[config.mk]
export PLATFORM = sky130hd
export DESIGN_NAME = alu_multicycle_flat
export DESIGN_NICKNAME = d
export VERILOG_FILES = /design/src/rtl/alu_multicycle_if.sv /design/src/rtl/alu_multicycle.sv /design/src/flat_wrapper.sv
export SDC_FILE = /design/constraint.sdc
export NUM_CORES = 1
export LEC_CHECK = 0
export CORE_ASPECT_RATIO = 1.25
export CORE_MARGIN = 3
export CORE_UTILIZATION = 29
export CTS_CLUSTER_DIAMETER = 50
export DETAILED_ROUTE_END_ITERATION = 8
export DONT_BUFFER_PORTS = 1
export GPL_TIMING_DRIVEN = 0
export PLACE_DENSITY_LB_ADDON = 0.3
export SLEW_MARGIN = 20
export SYNTH_ARGS = -nofsm -noshare
export SYNTH_HDL_FRONTEND = slang
export SYNTH_SLANG_ARGS = --single-unit
[constraint.sdc]
create_clock -name clk -period 6.31 [get_ports clk]
set_clock_uncertainty 0.2 [all_clocks]
set_input_delay 0.631 -clock clk [delete_from_list [all_inputs] [get_ports clk]]
set_output_delay 0.631 -clock clk [all_outputs]
set_load 0.01 [all_outputs]
[src/rtl/alu_multicycle_if.sv]
// alu_multicycle_if: start/ready/done request bus for alu_multicycle
interface alu_multicycle_if #(parameter int WIDTH = 32);
  logic Start_i;
  logic [3:0] ALU_Operation_i;
  logic [WIDTH-1:0] A_i;
  logic [WIDTH-1:0] B_i;
  logic Ready_o;
  logic Done_o;
  logic [WIDTH-1:0] ALU_Result_o;
  logic Zero_o;
  modport master (output Start_i, ALU_Operation_i, A_i, B_i, input Ready_o, Done_o, ALU_Result_o, Zero_o);
  modport slave (input Start_i, ALU_Operation_i, A_i, B_i, output Ready_o, Done_o, ALU_Result_o, Zero_o);
endinterface

[src/rtl/alu_multicycle.sv]
// alu_multicycle: registered ALU with iterative shift-add multiply and restoring divide
module alu_multicycle #(
  parameter int WIDTH = 32,
  localparam int SHW = $clog2(WIDTH)
) (
  input logic clk,
  input logic reset,
  alu_multicycle_if.slave bus
);
  localparam logic [3:0] OP_MUL = 4'b1011;
  localparam logic [3:0] OP_DIVU = 4'b1100;
  localparam logic [3:0] OP_REMU = 4'b1101;
  typedef enum logic [1:0] {IDLE, RUN, DONE} state_t;
  state_t state_q, state_d;
  logic [3:0] op_q, op_d;
  logic [WIDTH-1:0] a_q, a_d, b_q, b_d, acc_q, acc_d, res_q, res_d, alu, mul_acc, rem_sub;
  logic [WIDTH:0] rem_sh;
  logic [SHW:0] cnt_q, cnt_d;
  logic zero_q, zero_d, ge, multi;
  logic [SHW-1:0] sh;
  always_comb begin
    sh = bus.B_i[SHW-1:0];
    case (bus.ALU_Operation_i)
      4'b0000: alu = bus.A_i + bus.B_i;
      4'b0001: alu = bus.A_i - bus.B_i;
      4'b0010: alu = bus.A_i ^ bus.B_i;
      4'b0011: alu = bus.A_i | bus.B_i;
      4'b0100: alu = bus.A_i & bus.B_i;
      4'b0101: alu = bus.A_i << sh;
      4'b0110: alu = $signed(bus.A_i) >>> sh;
      4'b0111: alu = bus.A_i >> sh;
      4'b1000: alu = WIDTH'($signed(bus.A_i) < $signed(bus.B_i));
      4'b1001: alu = bus.B_i << 12;
      4'b1010: alu = WIDTH'(bus.A_i < bus.B_i);
      default: alu = '0;
    endcase
  end
  always_comb begin
    multi = bus.ALU_Operation_i == OP_MUL || bus.ALU_Operation_i == OP_DIVU || bus.ALU_Operation_i == OP_REMU;
    mul_acc = acc_q + (b_q[0] ? a_q : '0);
    rem_sh = {acc_q, a_q[WIDTH-1]};
    ge = rem_sh >= {1'b0, b_q};
    rem_sub = rem_sh[WIDTH-1:0] - b_q;
    state_d = state_q;
    op_d = op_q;
    a_d = a_q;
    b_d = b_q;
    acc_d = acc_q;
    cnt_d = cnt_q;
    res_d = res_q;
    zero_d = zero_q;
    case (state_q)
      IDLE: begin
        if (bus.Start_i && multi) begin
          op_d = bus.ALU_Operation_i;
          a_d = bus.A_i;
          b_d = bus.B_i;
          acc_d = '0;
          cnt_d = (SHW+1)'(WIDTH);
          state_d = RUN;
        end else if (bus.Start_i) begin
          res_d = alu;
          zero_d = alu == '0;
          state_d = DONE;
        end
      end
      RUN: begin
        cnt_d = cnt_q - 1'b1;
        acc_d = op_q == OP_MUL ? mul_acc : ge ? rem_sub : rem_sh[WIDTH-1:0];
        a_d = op_q == OP_MUL ? a_q << 1 : {a_q[WIDTH-2:0], ge};
        b_d = op_q == OP_MUL ? b_q >> 1 : b_q;
        if (cnt_q == 1) begin
          res_d = op_q == OP_DIVU ? a_d : acc_d;
          zero_d = res_d == '0;
          state_d = DONE;
        end
      end
      default: state_d = IDLE;
    endcase
  end
  always_ff @(posedge clk) begin
    if (reset) begin
      state_q <= IDLE;
      op_q <= '0;
      a_q <= '0;
      b_q <= '0;
      acc_q <= '0;
      cnt_q <= '0;
      res_q <= '0;
      zero_q <= 1'b1;
    end else begin
      state_q <= state_d;
      op_q <= op_d;
      a_q <= a_d;
      b_q <= b_d;
      acc_q <= acc_d;
      cnt_q <= cnt_d;
      res_q <= res_d;
      zero_q <= zero_d;
    end
  end
  assign bus.Ready_o = state_q == IDLE;
  assign bus.Done_o = state_q == DONE;
  assign bus.ALU_Result_o = res_q;
  assign bus.Zero_o = zero_q;
endmodule

[src/flat_wrapper.sv]
// flat-port wrapper written by rule: the top's interface ports become plain ports
module alu_multicycle_flat 
#(
  parameter int WIDTH = 32,
  localparam int SHW = $clog2(WIDTH)
)
  (clk, reset, bus_Start_i, bus_ALU_Operation_i, bus_A_i, bus_B_i, bus_Ready_o, bus_Done_o, bus_ALU_Result_o, bus_Zero_o);
  alu_multicycle_if #(.WIDTH(WIDTH)) bus_i ();
  input logic clk;
  input logic reset;
  input wire logic [$bits(bus_i.Start_i)-1:0] bus_Start_i;
  input wire logic [$bits(bus_i.ALU_Operation_i)-1:0] bus_ALU_Operation_i;
  input wire logic [$bits(bus_i.A_i)-1:0] bus_A_i;
  input wire logic [$bits(bus_i.B_i)-1:0] bus_B_i;
  output wire logic [$bits(bus_i.Ready_o)-1:0] bus_Ready_o;
  output wire logic [$bits(bus_i.Done_o)-1:0] bus_Done_o;
  output wire logic [$bits(bus_i.ALU_Result_o)-1:0] bus_ALU_Result_o;
  output wire logic [$bits(bus_i.Zero_o)-1:0] bus_Zero_o;
  assign bus_i.Start_i = bus_Start_i;
  assign bus_i.ALU_Operation_i = bus_ALU_Operation_i;
  assign bus_i.A_i = bus_A_i;
  assign bus_i.B_i = bus_B_i;
  assign bus_Ready_o = bus_i.Ready_o;
  assign bus_Done_o = bus_i.Done_o;
  assign bus_ALU_Result_o = bus_i.ALU_Result_o;
  assign bus_Zero_o = bus_i.Zero_o;
  alu_multicycle #(.WIDTH(WIDTH)) u_core (.clk(clk), .reset(reset), .bus(bus_i));
endmodule
; Word level (Yosys, flattened, before mapping)
; Cells that the tools add are included.
[op_classes]
n_addsub = 5
n_lt_le_gt_ge = 3
n_eq_ne = 24
shift = 3
mux = 27
bitwise = 3
n_reduce_logical = 13
[op_table]
columns = cell, n
row1 = $mux W32, 11
row2 = $pmux W32 S11, 1
row3 = $pmux W32 S2, 4
row4 = $add A32 B32 Y32, 2
row5 = $logic_not A32 Y1, 2
row6 = $lt A32 B32 Y1, 2
row7 = $sub A32 B32 Y32, 2
row8 = $ge A33 B32 Y1, 1
row9 = $and A32 B32 Y32, 1
row10 = $eq A4 B4 Y1 const B, 8
row11 = $or A32 B32 Y32, 1
row12 = $shl A32 B5 Y32, 1
row13 = $shr A32 B5 Y32, 1
row14 = $sshr A32 B5 Y32, 1
row15 = $xor A32 B32 Y32, 1
row16 = $eq A4 B3 Y1 const B, 4
row17 = $pmux W6 S2, 1
row18 = $eq A4 B2 Y1 const B, 2
row19 = $eq A6 B1 Y1 const B, 1
row20 = $mux W2, 3
row21 = $mux W6, 1
row22 = $ne A2 B1 Y1 const B, 3
row23 = $reduce_and A2 Y1, 3
row24 = $sub A6 B1 Y6 const B, 1
row25 = other kinds (15), 20
[totals]
regBits = 141
input_bits = 71
out_inout_bits = 35

; Longest topological paths before layout
[depth]
word_depth = 7
ltp_mapped = 19
mapped_depth_nobuf = 16

; Least setup slack after synthesis
; Ideal clock, no wire load.
[synth_timing]
kind = input -> register
start = input bus_B_i[2]
end = register u_core.zero_q (netlist: u_core.bus.Zero_o)
setup_time_ns = 0.074
t_arrival_ns = 4.538
required_ns = 6.036
slack_ns = 1.497
path_stages = 18
cell_sequence = buf_2 -> buf_2 -> inv_2 -> buf_1 -> ha_1 -> buf_2 -> a211oi_1 -> o21a_1 -> o32ai_1 -> a211o_1 -> a31oi_1 -> nor2_1 -> o21ai_0 -> nor4b_1 -> nor2_1 -> or3_1 -> or4_1 -> a31oi_1
[synth_between]
elab_chain_len = 6
word_cells_on_any_way = 15
cone_classes = add/sub: 2 / order compare: 2 / shift: 3 / mux: 4 / bitwise: 3 / reduce/logical: 1
[synth_lines]
columns = item, line_no
row1 = from (decl), flat_wrapper.sv:14  ; input wire logic [$bits(bus_i.B_i)-1:0] bus_B_i;
row2 = $sub A32 B32 Y32 (tied with other cells), alu_multicycle.sv:25  ; 4'b0001: alu = bus.A_i - bus.B_i;
row3 = $pmux W32 S11 (*), alu_multicycle.sv:23  ; case (bus.ALU_Operation_i)
row4 = $logic_not A32 Y1 (*), alu_multicycle.sv:63  ; zero_d = alu == '0;
row5 = $mux W1 (*), alu_multicycle.sv:61  ; end else if (bus.Start_i) begin
row6 = $mux W1 (*), alu_multicycle.sv:54  ; if (bus.Start_i && multi) begin
row7 = $pmux W1 S2 (*), alu_multicycle.sv:52  ; case (state_q)
row8 = to (signal assigned), alu_multicycle.sv:99  ; zero_q <= zero_d;
row9 = to (decl), alu_multicycle.sv:19  ; logic zero_q, zero_d, ge, multi;
; Every way passes the cells marked *; elsewhere a longest branch is shown, timed or not. The select of a mux whose other input is x is not followed.
; A chain may end at the register's enable or synchronous reset.

; Final worst setup path
[layout_timing]
start = input bus_B_i[3]
end = register u_core.zero_q (netlist: u_core.bus.Zero_o)
; Same word-level chain as after synthesis.

==> impl_metrics.tcl <==
set metrics [dict create \
    synthMuxAreaShare_pct 9.89 \
    drc 0 \
    critPathCaptureType "flop" \
    outcome "complete, but fails checks" \
    crit_path_max_fanout 10 \
    p_leak_nw 8.89 \
    portBuffers 0 \
    yosysTopAreaCellShare_pct 13.4 \
    synth_compound_area_share_pct 32.3 \
    cts_tree "built" \
    max-vdd-ir-drop_mv 0.211 \
    synthTopCellsByArea "dfxtp_1 (13%), ha_1 (10%), nand2_1 (6.3%)" \
    synthTopCellsByCount "nand2_1 (352), nor2_1 (337), a21oi_1 (242), clkbuf_1 (181), ha_1 (170)" \
    fin_cells 3958 \
    critPathRequiredTime_ps 6500 \
    hold_start "bus_A_i[7]" \
    final_area_sq_um 22900 \
    dr.pass1.iters 7 \
    ant_nets 0 \
    cts_hold_buf 0 \
    synth.largest_area_cell "dfxtp_1" \
    clk_path_buf_depth 2 \
    slew-limit-headroom_pct 16.8 \
    drt-met1-wl_um 46300 \
    grt_pass1_vias 24428 \
    whs_endpoint "u_core.a_q[7]" \
    dpl_cell_area_sq_um 22200 \
    start_util_pct 29.5 \
    antenna_found_initial 8 \
    dp_hpwl_um 108000 \
    die-area_sq_um 75700 \
    drive_gt1_share_pct 6.47 \
    final_max_slew_viol_count 0 \
    coreArea_sq_um 71200 \
    powerDensity_nw_per_um2 197 \
    synth_edf_count 0 \
    synthAdderAreaFrac_pct 10.5 \
    row_count 109 \
    syn-num-nets 3224 \
    hold_path.class "input port to flop" \
    totalPowerFinal_mw 4.50 \
    hold_path_depth 2 \
    io_pins 106 \
    track_usage_pct 34.1 \
    ys.warnings.count 0 \
    reg2reg_depth 14 \
    fin_nets 3244 \
    die_x_um 247 \
    grt_pass1_wl_um 185000 \
    period_needed_ps 6370 \
    wire_per_inst_um 33.7 \
    setup_tns_ps -60.2 \
    violations "negative setup slack" \
    netlist_instances 2979 \
    fin_crit_sh_pct 101 \
    ys_seq_elements 141 \
    route.met3.wl_um 12300 \
    dp_cells 3923 \
    syn_to_final_growth_pct 8.82 \
    setup_slack_ps -60.2 \
    grt_max_degree 18 \
    drv_cap 0 \
    cts_buffers 17 \
    tightestPinTransition_ps 1250 \
    syn_avg_cell_area_sq_um 7.05 \
    htreeDepth 4 \
    yosysSeqAreaShare_pct 13.4 \
    root_buffer "clkbuf_16" \
    clock_sinks 141 \
    clk_pin_slew_worst_paths_ps 80 \
    cts_setup_buffers 0 \
    fp.dieH_um 307 \
    timing.rr.start "u_core.acc_q[17]" \
    async_flop_share_pct 0 \
    wl_met2_um 59500 \
    synthXorXnorAreaFrac_pct 2.29 \
    fmax_ghz 0.157 \
    setup_viol 1 \
    cts_resized 0 \
    yosysUniqueCellTypes 97 \
    rr_endpoint "u_core.bus.Zero_o" \
    finalHoldViolations 0 \
    synthSimpleGateAreaFrac_pct 24.2 \
    grt_overflow 0 \
    cp.arrival_ps 6560 \
    cp-start-kind "input port" \
    synth_most_common_cell "nand2_1" \
    drtIter0Drc 2973 \
    r2r_setup_slack_ps 390 \
    top_layer_used "met5" \
    synth_top_family_by_area "compound AO/OA/AOI/OAI gates" \
    hold_ws_ps 122 \
    synth_flop_cell "dfxtp_1" \
    vias_per_cell 6.51 \
    critical_path_class "input port to flop" \
    synthesis.area_sq_um 21000 \
    globalplace.congestion 1.08 \
    clk-insertion-delay-late_ps 460 \
    routed-via-count 25761 \
    rsz0062_at_grt "no" \
    wl_um 133000 \
]
power breakdown:
| group | total, mW | internal [mW] | switching, mW |
|---|---|---|---|
| registers | 1.04 | 0.943 | 0.0952 |
| logic | 2.37 | 0.745 | 1.63 |
| clock network | 1.09 | 0.573 | 0.516 |
| total | 4.50 | 2.26 | 2.24 |
cells in the final DEF, fill, tap and decap left out, types with 26 or more instances in the layout:
cell type and n:
o22ai_1 26, or3_1 27, mux4_2 50, a21oi_1 242, ha_1 170, and2_1 44
xnor2_1 39, a31oi_1 28, mux2i_1 76, a211oi_1 57, a22oi_1 30, nor3_1 74
nor2_1 337, a311oi_1 73, a21o_1 43, o211ai_1 58, dfxtp_1 141, nand2_1 352
o21ai_0 146, clkbuf_1 179, nor2b_1 27, buf_2 38, nand3_1 79, nand4_1 32
inv_1 135
flip-flops by register name, indices dropped and copies added, names as in the netlist:
signal / cells
u_core.cnt_q: 6
u_core.acc_q: 32
u_core.b_q: 32
u_core.state_q: 2
u_core.bus.ALU_Result_o: 32
u_core.a_q: 32
u_core.bus.Zero_o: 1
u_core.op_q: 4
cell families after synthesis:
group / after synthesis
AOI/OAI and AO/OA: 984
xor gates and xnor gates: 55
adders and majority gates: 174
buffers and inverters: 383
DFF: 141
muxes: 143
and+or+nand+nor: 1099
per-stage QoR:
step	util (%)	worst slack, ps
floorplan	-	1500
global placement	31.2	-629
detailed placement	31.2	-303
CTS	32.1	126
global route	32.1	13.4
finish	32.1	-60.2
metal layers:
layer	GRT usage, %	vias up
met5	0	-
met3	7.72	552
met1	37.5	12407
li1	-	11153
met2	54.7	1643
met4	30.6	6
worst max-delay path by stage:
stage / start / endpoint / slack (ps) / cells after the start
final: bus_B_i[3] / u_core.bus.Zero_o / -60 / 13
after floorplan: bus_B_i[2] / u_core.bus.Zero_o / 1500 / 18
after CTS: bus_B_i[4] / u_core.bus.Zero_o / 130 / 18
after global routing: bus_B_i[3] / u_core.bus.Zero_o / 10 / 13
after detailed placement: bus_B_i[4] / u_core.bus.Zero_o / -300 / 18
after global placement: bus_B_i[4] / u_core.bus.Zero_o / -630 / 17
cell type report:
cell class	instances	area [sq um]
antenna	3	7.51
buffer	245	1050
clock buffer	17	425
clock inverter	15	189
fill	7982	48300
inverter	137	514
multi-input combinational	2455	16700
sequential	141	2820
tap	943	1180
timing repair buffer	2	12.5
worst max-delay path, cell delays in order:
cell	delay, ps
clkbuf_1	390
clkbuf_1	590
clkbuf_1	670
clkbuf_1	640
nor3_1	390
a22oi_1	660
a22oi_1	330
a211oi_1	920
nand3_1	150
nor4_1	330
nand4_1	130
or4_1	550
a31oi_1	150
Note: power is estimated with default switching activity, not from simulation.
